--- src/rtl/rpsc_interlock_seq_pkg.sv ---
// ---------------------------------------------------------------------------
// rpsc_pkg
// Shared types and constants for the power-supply interlock sequencer.
//   rpsc_state_t : per-channel state encoding (IDLE/QUAL/OK/TRIP)
//   cause_uv()   : cause code reported for an undervoltage trip
//   cause_none() : cause code after a trip has been acknowledged
//   TGT_2S/4S    : timer targets for the 1.28 us system clock
// ---------------------------------------------------------------------------
package rpsc_pkg;

  typedef enum logic [1:0] {
    IDLE = 2'd0,
    QUAL = 2'd1,
    OK   = 2'd2,
    TRIP = 2'd3
  } rpsc_state_t;

  localparam int TGT_2S = 1562500;
  localparam int TGT_4S = 3125000;

  // Fault bits occupy codes 0..num_fault-1; UV and "none" sit just above.
  function automatic int cause_uv(input int num_fault);
    return num_fault;
  endfunction

  function automatic int cause_none(input int num_fault);
    return num_fault + 1;
  endfunction

endpackage

--- src/rtl/rpsc_interlock_seq_if.sv ---
// ---------------------------------------------------------------------------
// rpsc_interlock_seq_if
// Discrete interlock inputs and PS enable/status outputs of all channels.
//   fault_i/fault_mask_i : NUM_CH*NUM_FAULT raw faults and ignore mask
//   ps_act_i/uv_i/ack_i  : per-channel request, undervoltage, trip ack
//   qual_tgt_i           : NUM_CH*TMR_W qualification cycle counts
//   alarm_n_o, on_perm_o, ch_ok_o, trip_o, state_o, cause_o : status
// slave = sequencer side, master = driver of the interlock inputs.
// ---------------------------------------------------------------------------
interface rpsc_interlock_seq_if #(
  parameter int NUM_CH    = 2,
  parameter int NUM_FAULT = 8,
  parameter int TMR_W     = 22,
  parameter int CAUSE_W   = $clog2(NUM_FAULT + 2)
);
  logic [NUM_CH*NUM_FAULT-1:0] fault_i;
  logic [NUM_CH*NUM_FAULT-1:0] fault_mask_i;
  logic [NUM_CH-1:0]           ps_act_i;
  logic [NUM_CH-1:0]           uv_i;
  logic [NUM_CH-1:0]           ack_i;
  logic [NUM_CH*TMR_W-1:0]     qual_tgt_i;
  logic [NUM_CH-1:0]           alarm_n_o;
  logic [NUM_CH-1:0]           on_perm_o;
  logic [NUM_CH-1:0]           ch_ok_o;
  logic [NUM_CH-1:0]           trip_o;
  logic [NUM_CH*2-1:0]         state_o;
  logic [NUM_CH*CAUSE_W-1:0]   cause_o;

  modport slave (
    input  fault_i, fault_mask_i, ps_act_i, uv_i, ack_i, qual_tgt_i,
    output alarm_n_o, on_perm_o, ch_ok_o, trip_o, state_o, cause_o
  );

  modport master (
    output fault_i, fault_mask_i, ps_act_i, uv_i, ack_i, qual_tgt_i,
    input  alarm_n_o, on_perm_o, ch_ok_o, trip_o, state_o, cause_o
  );
endinterface

--- src/rtl/rpsc_interlock_seq_ch_fsm.sv ---
// ---------------------------------------------------------------------------
// rpsc_ch_fsm
// One interlock channel: request qualification, undervoltage watch, trip
// latch with first-fault cause.
//   clk, reset       : system clock, async active-low reset
//   fault_i/mask_i   : NUM_FAULT raw fault bits and ignore mask
//   ps_act_i, uv_i   : supply-active request, undervoltage (1 = low)
//   ack_i            : trip acknowledge (level)
//   qual_tgt_i       : qualification cycles (0 behaves as 1)
//   chain_ok_i       : upstream channel is OK
//   alarm_n_o        : ~fault_act, combinational
//   on_perm_o        : registered permit
//   state_o, cause_o : current state, latched cause
//
// state | meaning
// IDLE  | waiting for permit & request
// QUAL  | counting qualification cycles
// OK    | supply on; counter tracks consecutive UV cycles
// TRIP  | latched fault; needs ack with fault and request both gone
// ---------------------------------------------------------------------------
module rpsc_ch_fsm
  import rpsc_pkg::*;
#(
  parameter int NUM_FAULT    = 8,
  parameter int TMR_W        = 22,
  parameter int UV_CYC       = 3125000,
  parameter bit LATCH_FAULTS = 1'b1,
  parameter int CAUSE_W      = $clog2(NUM_FAULT + 2)
) (
  input  logic                 clk,
  input  logic                 reset,
  input  logic [NUM_FAULT-1:0] fault_i,
  input  logic [NUM_FAULT-1:0] fault_mask_i,
  input  logic                 ps_act_i,
  input  logic                 uv_i,
  input  logic                 ack_i,
  input  logic [TMR_W-1:0]     qual_tgt_i,
  input  logic                 chain_ok_i,
  output logic                 alarm_n_o,
  output logic                 on_perm_o,
  output rpsc_state_t          state_o,
  output logic [CAUSE_W-1:0]   cause_o
);

  localparam logic [TMR_W-1:0]   UV_LAST    = TMR_W'(UV_CYC - 1);
  localparam logic [CAUSE_W-1:0] CODE_UV    = CAUSE_W'(cause_uv(NUM_FAULT));
  localparam logic [CAUSE_W-1:0] CODE_NONE  = CAUSE_W'(cause_none(NUM_FAULT));

  rpsc_state_t          state_q, state_d;
  logic [TMR_W-1:0]     cnt_q, cnt_d;
  logic [CAUSE_W-1:0]   cause_q, cause_d;
  logic                 on_perm_q;

  logic [NUM_FAULT-1:0] fault_vec;
  logic                 fault_act;
  logic                 permit;
  logic [TMR_W-1:0]     qual_last;
  logic [TMR_W-1:0]     cnt_inc;
  logic [CAUSE_W-1:0]   fault_code;

  assign fault_vec = fault_i & ~fault_mask_i;
  assign fault_act = |fault_vec;
  assign permit    = ~fault_act & chain_ok_i & (state_q != TRIP);
  assign qual_last = (qual_tgt_i == '0) ? '0 : qual_tgt_i - TMR_W'(1);
  assign cnt_inc   = (&cnt_q) ? cnt_q : cnt_q + TMR_W'(1);

  // Scan from the top down so the lowest active index is the last write.
  always_comb begin
    fault_code = CODE_UV;
    for (int i = NUM_FAULT - 1; i >= 0; i--) begin
      if (fault_vec[i]) fault_code = CAUSE_W'(i);
    end
  end

  always_comb begin
    state_d = state_q;
    cnt_d   = cnt_q;
    cause_d = cause_q;
    case (state_q)
      IDLE: begin
        if (permit && ps_act_i) begin
          state_d = QUAL;
          cnt_d   = '0;
        end
      end
      QUAL, OK: begin
        if (fault_act) begin
          cnt_d = '0;
          if (LATCH_FAULTS) begin
            state_d = TRIP;
            cause_d = fault_code;
          end else begin
            state_d = IDLE;
          end
        end else if (!ps_act_i || !chain_ok_i) begin
          state_d = IDLE;
          cnt_d   = '0;
        end else if (state_q == QUAL) begin
          if (cnt_q == qual_last) begin
            state_d = OK;
            cnt_d   = '0;
          end else begin
            cnt_d = cnt_inc;
          end
        end else if (uv_i) begin
          if (cnt_q == UV_LAST) begin
            state_d = TRIP;
            cause_d = CODE_UV;
            cnt_d   = '0;
          end else begin
            cnt_d = cnt_inc;
          end
        end else begin
          cnt_d = '0;
        end
      end
      TRIP: begin
        if (ack_i && !fault_act && !ps_act_i) begin
          state_d = IDLE;
          cause_d = CODE_NONE;
          cnt_d   = '0;
        end
      end
      default: state_d = IDLE;
    endcase
  end

  always_ff @(posedge clk or negedge reset) begin
    if (!reset) begin
      state_q   <= IDLE;
      cnt_q     <= '0;
      cause_q   <= '0;
      on_perm_q <= 1'b0;
    end else begin
      state_q   <= state_d;
      cnt_q     <= cnt_d;
      cause_q   <= cause_d;
      on_perm_q <= permit;
    end
  end

  assign alarm_n_o = ~fault_act;
  assign on_perm_o = on_perm_q;
  assign state_o   = state_q;
  assign cause_o   = cause_q;

endmodule

--- src/rtl/rpsc_interlock_seq.sv ---
// ---------------------------------------------------------------------------
// rpsc_interlock_seq
// Multi-channel PS interlock sequencer. Channel c may only start or stay on
// while channel c-1 is OK (grid-then-anode chain).
//   clk   : system clock
//   reset : async active-low reset
//   bus   : interlock inputs and PS status outputs (slave modport)
// ---------------------------------------------------------------------------
module rpsc_interlock_seq
  import rpsc_pkg::*;
#(
  parameter int NUM_CH       = 2,
  parameter int NUM_FAULT    = 8,
  parameter int TMR_W        = 22,
  parameter int UV_CYC       = 3125000,
  parameter bit LATCH_FAULTS = 1'b1,
  parameter int CAUSE_W      = $clog2(NUM_FAULT + 2)
) (
  input  logic                 clk,
  input  logic                 reset,
  rpsc_interlock_seq_if.slave  bus
);

  rpsc_state_t st [NUM_CH];

  for (genvar c = 0; c < NUM_CH; c++) begin : g_ch
    logic chain_ok;

    if (c == 0) begin : g_head
      assign chain_ok = 1'b1;
    end else begin : g_link
      assign chain_ok = (st[c-1] == OK);
    end

    rpsc_ch_fsm #(
      .NUM_FAULT    (NUM_FAULT),
      .TMR_W        (TMR_W),
      .UV_CYC       (UV_CYC),
      .LATCH_FAULTS (LATCH_FAULTS),
      .CAUSE_W      (CAUSE_W)
    ) u_ch (
      .clk          (clk),
      .reset        (reset),
      .fault_i      (bus.fault_i[c*NUM_FAULT +: NUM_FAULT]),
      .fault_mask_i (bus.fault_mask_i[c*NUM_FAULT +: NUM_FAULT]),
      .ps_act_i     (bus.ps_act_i[c]),
      .uv_i         (bus.uv_i[c]),
      .ack_i        (bus.ack_i[c]),
      .qual_tgt_i   (bus.qual_tgt_i[c*TMR_W +: TMR_W]),
      .chain_ok_i   (chain_ok),
      .alarm_n_o    (bus.alarm_n_o[c]),
      .on_perm_o    (bus.on_perm_o[c]),
      .state_o      (st[c]),
      .cause_o      (bus.cause_o[c*CAUSE_W +: CAUSE_W])
    );

    assign bus.ch_ok_o[c]          = (st[c] == OK);
    assign bus.trip_o[c]           = (st[c] == TRIP);
    assign bus.state_o[2*c +: 2]   = st[c];
  end

endmodule

--- src/flat_wrapper.sv ---
// flat-port wrapper written by rule: the top's interface ports become plain ports
module rpsc_interlock_seq_flat import rpsc_pkg::*;
#(
  parameter int NUM_CH       = 2,
  parameter int NUM_FAULT    = 8,
  parameter int TMR_W        = 22,
  parameter int UV_CYC       = 3125000,
  parameter bit LATCH_FAULTS = 1'b1,
  parameter int CAUSE_W      = $clog2(NUM_FAULT + 2)
)
  (clk, reset, bus_fault_i, bus_fault_mask_i, bus_ps_act_i, bus_uv_i, bus_ack_i, bus_qual_tgt_i, bus_alarm_n_o, bus_on_perm_o, bus_ch_ok_o, bus_trip_o, bus_state_o, bus_cause_o);
  rpsc_interlock_seq_if #(.NUM_CH(NUM_CH), .NUM_FAULT(NUM_FAULT), .TMR_W(TMR_W), .CAUSE_W(CAUSE_W)) bus_i ();
  input  logic clk;
  input  logic reset;
  input wire logic [$bits(bus_i.fault_i)-1:0] bus_fault_i;
  input wire logic [$bits(bus_i.fault_mask_i)-1:0] bus_fault_mask_i;
  input wire logic [$bits(bus_i.ps_act_i)-1:0] bus_ps_act_i;
  input wire logic [$bits(bus_i.uv_i)-1:0] bus_uv_i;
  input wire logic [$bits(bus_i.ack_i)-1:0] bus_ack_i;
  input wire logic [$bits(bus_i.qual_tgt_i)-1:0] bus_qual_tgt_i;
  output wire logic [$bits(bus_i.alarm_n_o)-1:0] bus_alarm_n_o;
  output wire logic [$bits(bus_i.on_perm_o)-1:0] bus_on_perm_o;
  output wire logic [$bits(bus_i.ch_ok_o)-1:0] bus_ch_ok_o;
  output wire logic [$bits(bus_i.trip_o)-1:0] bus_trip_o;
  output wire logic [$bits(bus_i.state_o)-1:0] bus_state_o;
  output wire logic [$bits(bus_i.cause_o)-1:0] bus_cause_o;
  assign bus_i.fault_i = bus_fault_i;
  assign bus_i.fault_mask_i = bus_fault_mask_i;
  assign bus_i.ps_act_i = bus_ps_act_i;
  assign bus_i.uv_i = bus_uv_i;
  assign bus_i.ack_i = bus_ack_i;
  assign bus_i.qual_tgt_i = bus_qual_tgt_i;
  assign bus_alarm_n_o = bus_i.alarm_n_o;
  assign bus_on_perm_o = bus_i.on_perm_o;
  assign bus_ch_ok_o = bus_i.ch_ok_o;
  assign bus_trip_o = bus_i.trip_o;
  assign bus_state_o = bus_i.state_o;
  assign bus_cause_o = bus_i.cause_o;
  rpsc_interlock_seq #(.NUM_CH(NUM_CH), .NUM_FAULT(NUM_FAULT), .TMR_W(TMR_W), .UV_CYC(UV_CYC), .LATCH_FAULTS(LATCH_FAULTS), .CAUSE_W(CAUSE_W)) u_core (.clk(clk), .reset(reset), .bus(bus_i));
endmodule
--- config.mk ---
export PLATFORM = sky130hd
export DESIGN_NAME = rpsc_interlock_seq_flat
export DESIGN_NICKNAME = d
export VERILOG_FILES = /design/src/rtl/rpsc_interlock_seq_pkg.sv /design/src/rtl/rpsc_interlock_seq_if.sv /design/src/rtl/rpsc_interlock_seq_ch_fsm.sv /design/src/rtl/rpsc_interlock_seq.sv /design/src/flat_wrapper.sv
export SDC_FILE = /design/constraint.sdc
export NUM_CORES = 1
export LEC_CHECK = 0
export BUFFER_PORTS_ARGS = -buffer_cell sky130_fd_sc_hd__buf_2
export CORE_ASPECT_RATIO = 0.6
export CORE_MARGIN = 5
export CORE_UTILIZATION = 52
export CTS_CLUSTER_SIZE = 12
export DETAILED_ROUTE_END_ITERATION = 8
export HOLD_SLACK_MARGIN = 0.02
export PLACE_DENSITY = 0.78
export RECOVER_POWER = 25
export SYNTH_ARGS = -nofsm -noshare
export SYNTH_HDL_FRONTEND = slang
export SYNTH_SLANG_ARGS = --single-unit
--- constraint.sdc ---
create_clock -name clk -period 3 [get_ports clk]
set_input_delay 0.15 -clock clk [delete_from_list [all_inputs] [get_ports clk]]
set_output_delay 0.15 -clock clk [all_outputs]
set_load 0.01 [all_outputs]
==> flow_metrics.tcl, run 1 <==
set metrics [dict create \
    critPathMostFrequentCell "or4_4" \
    vias 7642 \
    yosys-top-cells-area "dfrtp_1 25%, nand3_1 4.6%, nand2_1 3.9%, nor3_1 3.5%, nor2_1 3.3%" \
    synth_nets 860 \
    critPathLaunchType "input pin" \
    ff2ff_path_depth 10 \
    grt_pass1_wl_um 36200 \
    layout_common_cells "134 x buf_4, 84 x buf_2, 59 x nand2_1" \
    worstPathArrival_ns 3.55 \
    final_common_cell "buf_4" \
    hold_viol_final 0 \
    clockBufferDepth 2 \
    p_switching_uw 1460 \
    nets 1084 \
    finalCriticalPeriod_ns 3.29 \
    synth_largest_area_cell "dfrtp_1" \
    syn_area_mm2 0.00581 \
    layout_setup_ws_ns -0.292 \
    drtPass1Iterations 6 \
    grt-ovfl-total 0 \
    cts_tree "yes" \
    r2r-start "u_core.g_ch[0].u_ch.cnt_q[7]" \
    crit_chain "buf_6 > or4_4 > or4_4 > or4_4 > a211o_1 > o2111ai_2 > a2111oi_2 > and4_4 > o32a_1 > buf_12 > or3_1 > a21oi_1" \
    leakage_uw 0.00340 \
    cp_slowest_cell "or4_4" \
    yosys_most_used_dff "dfrtp_1" \
    dp_slack_ns -0.679 \
    die_h_um 91.9 \
    startpoint "bus_qual_tgt_i[4]" \
    synth_edf_count 0 \
    power_density_mw_per_mm2 440 \
    tightest_slew_ns 2.39 \
    clock_insertion_delay_worst_skew_ns 0.34 \
    synth_top_area_share_pct 25.0 \
    grt_usage_pct 33.2 \
    worstPathMaxFanout 19 \
    internal-power_uw 2280 \
    vias_per_cell 6.76 \
    drc 0 \
    slew_headroom_pct -59.2 \
    cts_buffers 9 \
    status "complete, but fails checks" \
    die_w_um 146 \
    clkSinkCount 58 \
    fmax_mhz 304 \
    pwr-share-seq_pct 24.9 \
    worst_path_largest_cell_delay_ns 0.57 \
    maxCapViolations 1 \
    cts_root_buf "clkbuf_16" \
    drv_slew 41 \
    syn_area_per_cell_um2 7.62 \
    first_global_vias 6943 \
    p_clk_share_pct 28.6 \
    comb_power_share_pct 46.5 \
    row_count 29 \
    layout-drive-gt1-share_pct 36.5 \
    yosysSeqAreaShare_pct 25.0 \
    ys_warn_count 0 \
    endpoint_kind "register" \
    violations "capacitance limit, slew limit, setup timing" \
    syn2layout_area_growth_pct 46.2 \
    setup_viol 48 \
    dieArea_mm2 0.0135 \
    syn-instance-count 763 \
    switching_share_pct 39.0 \
    path_clk_slew_ns 0.05 \
    min_path_type "input pin to register" \
    worstHoldStart "bus_fault_i[0]" \
    ir_drop_uv 334 \
    portBuffers 103 \
    finalWirelength_um 24400 \
    grt_max_degree 41 \
    diodes 0 \
    rsz0062_at_grt "yes" \
    yosysUniqueCellTypes 81 \
    drt_iter0_markers 1153 \
    start_util_pct 54.1 \
    postRouteAntennaNets 0 \
    postSynth.asyncResetShare_pct 100 \
    hold_depth 4 \
    path_class "input pin to register" \
    place_congestion 1.06 \
    min_period_over_period_pct 110 \
    antenna_found_initial 0 \
    crit_required_ns 3.26 \
    wire_per_inst_um 21.6 \
    num_io_pins 104 \
    tns_ns -7.25 \
    hpwl_um 18300 \
    core_region_area_mm2 0.0107 \
    htreeDepth 3 \
    synth-seq-cells 58 \
    clock_skew_ns 0.00402 \
]
## area by class of cell
cell class | instances | area (um2)
multi-input combinational | 623 | 4650
fill | 731 | 2240
timing repair buffer | 251 | 1740
sequential | 58 | 1460
clock buffer | 13 | 270
tap | 139 | 174
inverter | 44 | 173
clock inverter | 2 | 35.0
## timing repair
| item | CTS | global route |
|---|---|---|
| hold endpoints to repair | 38 | 0 |
| resized for setup | 38 | 86 |
| hold buffers | 1 | 0 |
| cloned | 0 | 1 |
| endpoints found under the setup margin | 45 | 50 |
| pin swaps | 21 | 31 |
| buffers inserted | 3 | 6 |
## logic make-up (layout without fill, tap and decap cells)
| family | Yosys count | in the layout | share of synthesized area, % |
|---|---|---|---|
| AOI/OAI and AO/OA | 195 | 195 | 23.9 |
| xor gates and xnor gates | 36 | 36 | 5.90 |
| adders and majority gates | 13 | 13 | 2.80 |
| buffers and inverters | 82 | 310 | 6.07 |
| DFF | 58 | 58 | 25.0 |
| muxes | 7 | 7 | 1.27 |
| and+or+nand+nor | 372 | 372 | 35.1 |
## stage by stage
stage               std cells  total power, uW  instance area (um2)  hold WS (ns)  util (%)
global route             1130             3910                 8500         0.258      79.1
finish                   1130             3740                 8500         0.249      79.1
detailed placement       1105             2470                 7510         0.339      69.9
CTS                      1123             3560                 8020         0.218      74.7
floorplan                 763             1790                 5950        -0.146         -
global placement         1105             2410                 7510         0.335      69.9
## worst max-delay path, delay by kind of cell
kind | cells | cell delay [ns]
AND/OR/NAND/NOR | 5 | 2.19
AO/OA/AOI/OAI | 5 | 0.94
buffers and inverters | 2 | 0.26
## per-layer routing
metal	vias to the layer above	wire length [um]	global-route usage (%)
met1	3612	9950	47.6
met4	0	343	4.69
met2	633	10000	45.8
li1	3344	-	-
met5	-	0	0
met3	53	4060	16.1
## power groups by stage
stage,Clock (uW),Combinational (uW),Sequential (uW)
after global placement,0,1480,931
after CTS,1070,1570,925
final,1070,1740,930
after global routing,1110,1860,939
after floorplan,0,823,965
after detailed placement,0,1530,938
## Yosys cell counts, types with 17 or more instances
| library cell | count |
|---|---|
| nand2_1 | 61 |
| dfrtp_1 | 58 |
| nand3_1 | 53 |
| nor2_1 | 51 |
| inv_1 | 44 |
| nor3_1 | 41 |
| a21oi_1 | 38 |
| o21ai_0 | 28 |
| clkbuf_1 | 27 |
| or3_1 | 25 |
| nand2b_1 | 23 |
| o31ai_1 | 22 |
| nor4_1 | 20 |
| xnor2_1 | 20 |
| nand4_1 | 17 |
## sequential cells by signal, indices dropped and copies added, names as in the netlist
| name | flops |
|---|---|
| u_core.g_ch.u_ch.cause_o | 8 |
| u_core.g_ch.u_ch.cnt_q | 44 |
| u_core.g_ch.u_ch.on_perm_o | 2 |
| u_core.g_ch.u_ch.state_o | 4 |
## worst paths after layout
kind | endpoint | slack, ns
setup / recovery | u_core.g_ch[0].u_ch.cnt_q[21] | -0.29
hold / removal | u_core.g_ch[0].u_ch.cause_o[0] | 0.25
setup reg to reg | u_core.g_ch[0].u_ch.state_o[0] | -0.02
hold reg to reg | u_core.g_ch[1].u_ch.cause_o[3] | 0.48
max in group asynchronous | u_core.g_ch[1].u_ch.cnt_q[1] | 0.36
min in group asynchronous | u_core.g_ch[1].u_ch.state_o[0] | 1.09
Power figures use the tool's default switching activity.
==> inputs of run 2 (changes only) <==
--- a/config.mk
+++ b/config.mk
@@ -5,10 +5,11 @@
 export SDC_FILE = /design/constraint.sdc
 export NUM_CORES = 1
 export LEC_CHECK = 0
+export ABC_AREA = 1
 export BUFFER_PORTS_ARGS = -buffer_cell sky130_fd_sc_hd__buf_2
 export CORE_ASPECT_RATIO = 0.6
 export CORE_MARGIN = 5
-export CORE_UTILIZATION = 52
+export CORE_UTILIZATION = 53
 export CTS_CLUSTER_SIZE = 12
 export DETAILED_ROUTE_END_ITERATION = 8
 export HOLD_SLACK_MARGIN = 0.02
==> constraint.sdc (replaced) <==
create_clock -name clk -period 3 [get_ports clk]
set_input_delay 0.6 -clock clk [delete_from_list [all_inputs] [get_ports clk]]
set_output_delay 0.6 -clock clk [all_outputs]
set_load 0.01 [all_outputs]
==> flow_metrics.tcl, run 2 <==
set metrics [dict create \
    tightest_slew_ns 1.73 \
    antenna_found_initial 0 \
    crit_chain "buf_2 > nor2_1 > nand2_1 > nor2_2 > nand3_1 > buf_12 > nand3_1 > nor2_1 > nor2_1 > nand3_1 > nor2_1 > nand3_1 > nand2_1 > nand2_2 > nand3_1 > nand2_1" \
    synth-seq-cells 58 \
    dieArea_mm2 0.0149 \
    tns_ns 0 \
    violations "capacitance limit, slew limit" \
    ys_warn_count 0 \
    rsz0062_at_grt "no" \
    grt_usage_pct 27.8 \
    worst_path_largest_cell_delay_ns 0.26 \
    htreeDepth 3 \
    hpwl_um 16700 \
    critPathLaunchType "input pin" \
    cts_setup_buffers 0 \
    power_density_mw_per_mm2 450 \
    fmax_mhz 382 \
    clockBufferDepth 2 \
    grt_pass1_wl_um 34800 \
    synth_edf_count 0 \
    worstPathMaxFanout 36 \
    vias 7815 \
    largest_reg_flops 44 \
    syn2layout_area_growth_pct 13.9 \
    row_count 31 \
    synthTopCellsByCount "387 x nand2_1, 155 x inv_1, 148 x nor2_1" \
    core_region_area_mm2 0.0121 \
    grt-ovfl-total 0 \
    path_class "input pin to register" \
    yosysMostFrequentCell "nand2_1" \
    place_area_mm2 0.00724 \
    final_common_cell "nand2_1" \
    cts_buffers 9 \
    endpoint_kind "register" \
    syn_area_mm2 0.00663 \
    diodes 0 \
    vias_per_cell 5.51 \
    cp_slowest_cell "nand2_2" \
    worstPathArrival_ns 2.82 \
    slew_headroom_pct -15.3 \
    postCtsHoldBufs 0 \
    yosysUniqueCellTypes 47 \
    start_util_pct 54.6 \
    postRouteAntennaNets 0 \
    critPathMostFrequentCell "nand3_1" \
    syn-instance-count 1151 \
    crit_required_ns 3.21 \
    drt_iter0_markers 851 \
    clkSinkCount 58 \
    num_io_pins 104 \
    path_clk_slew_ns 0.05 \
    cts_root_buf "clkbuf_16" \
    clock_insertion_delay_worst_skew_ns 0.32 \
    synth_top_area_share_pct 21.9 \
    layout_common_cells "387 x nand2_1, 155 x inv_1, 148 x nor2_1" \
    layout-drive-gt1-share_pct 13.9 \
    place_congestion 1.01 \
    synth_nets 1248 \
    min_path_type "input pin to asynchronous set/reset pin" \
    postSynth.asyncResetShare_pct 100 \
    finalCriticalPeriod_ns 2.61 \
    syn_area_per_cell_um2 5.76 \
    postCtsResizedCells 0 \
    ir_drop_uv 457 \
    first_global_vias 7170 \
    clock_skew_ns 0.00659 \
    maxCapViolations 1 \
    hold_viol_final 0 \
    die_h_um 96.6 \
    nets 1345 \
    min_period_over_period_pct 87.2 \
    synth_largest_area_cell "nand2_1" \
    yosysSeqAreaShare_pct 21.9 \
    portBuffers 103 \
    status "complete, but fails checks" \
    grt_max_degree 37 \
    leakage_uw 0.00403 \
    die_w_um 154 \
    finalPower_uw 3400 \
    nFillCells 1176 \
    drc 0 \
    finalWirelength_um 21000 \
    drv_slew 32 \
    drtPass1Iterations 6 \
    yosys_most_used_dff "dfrtp_1" \
    regMostFlops "u_core.g_ch.u_ch.cnt_q" \
    yosys-top-cells-area "nand2_1 22%, dfrtp_1 22%, nand3_1 10%, inv_1 8.8%, nor2_1 8.4%" \
    setup_viol 0 \
    finalInstanceArea_mm2 0.00755 \
    cts_tree "yes" \
    wire_per_inst_um 14.8 \
]
-- run 2: cell types whose count changed after synthesis, moves of 16 or more --
cell      before  now
o31ai_1       22    3
inv_1         44  155
or3_1         25    0
nand2b_1      23    0
a21oi_1       38   21
o22ai_1       16    0
nand3_1       53  132
nand2_1       61  387
nor2_1        51  148
clkbuf_1      27    7
nand4_1       17   37
-- run 2: final timing paths --
check                                                 end  cells past startpoint                           start  slack (ns)
max                          u_core.g_ch[0].u_ch.cnt_q[8]                     16              bus_qual_tgt_i[14]        0.39
min                         u_core.g_ch[0].u_ch.cnt_q[11]                      1                           reset        0.19
max reg2reg                  u_core.g_ch[1].u_ch.cnt_q[0]                     11    u_core.g_ch[1].u_ch.cnt_q[2]        0.45
min reg2reg                u_core.g_ch[0].u_ch.cause_o[3]                      1  u_core.g_ch[0].u_ch.cause_o[3]        0.50
max in group asynchronous    u_core.g_ch[1].u_ch.cnt_q[6]                      2                           reset        0.85
min in group clk           u_core.g_ch[0].u_ch.cause_o[3]                      1  u_core.g_ch[0].u_ch.cause_o[3]        0.50
-- run 2: per-stage QoR --
stage | hold WS [ns] | worst slack (ns) | util, % | cells
after floorplan | 0.304 | 0.496 | - | 1151
after CTS | 0.108 | 0.428 | 62.2 | 1418
after global routing | 0.216 | 0.160 | 62.2 | 1418
final | 0.185 | 0.385 | 62.2 | 1418
after global placement | 0.449 | 0.171 | 59.6 | 1402
after detailed placement | 0.452 | 0.0973 | 59.6 | 1402
-- run 2: cell type report --
cell class	instances	area, um2	share of cell area (%)
clock buffer	11	243	3.22
clock inverter	5	77.6	1.03
inverter	161	607	8.04
multi-input combinational	900	4330	57.4
sequential	58	1450	19.2
tap	165	206	2.74
timing repair buffer	118	632	8.37
-- run 2: routing by layer --
layer  GRT usage (%)  wire length (um)  share of wire, %  up-vias
met1            44.9             10200                49     3415
met2            36.0              7360                35      497
li1                -                 -                 -     3872
met4            5.02               262               1.3        0
met3            8.12              3150                15       31
met5               0                 0                 0        -
-- run 2: logic make-up after synthesis --
logic type | Yosys count | share of synthesized area (%)
simple gates | 782 | 52.3
buf+inv | 193 | 12.7
compound gates | 76 | 6.57
flops | 58 | 21.9
xor+xnor | 27 | 3.68
fa+ha+maj | 13 | 2.45
mux | 2 | 0.302
-- run 2: power breakdown --
part           total [uW]  leakage (uW)  switching, uW  internal [uW]
clock                1110      0.000156            361            746
combinational        1360       0.00308            909            446
sequential            937      0.000789           71.5            865
-- run 2: worst max-delay path, delay by kind of cell --
family        cells  cell delay [ns]
buf+inv           2             0.36
simple gates     14             1.86
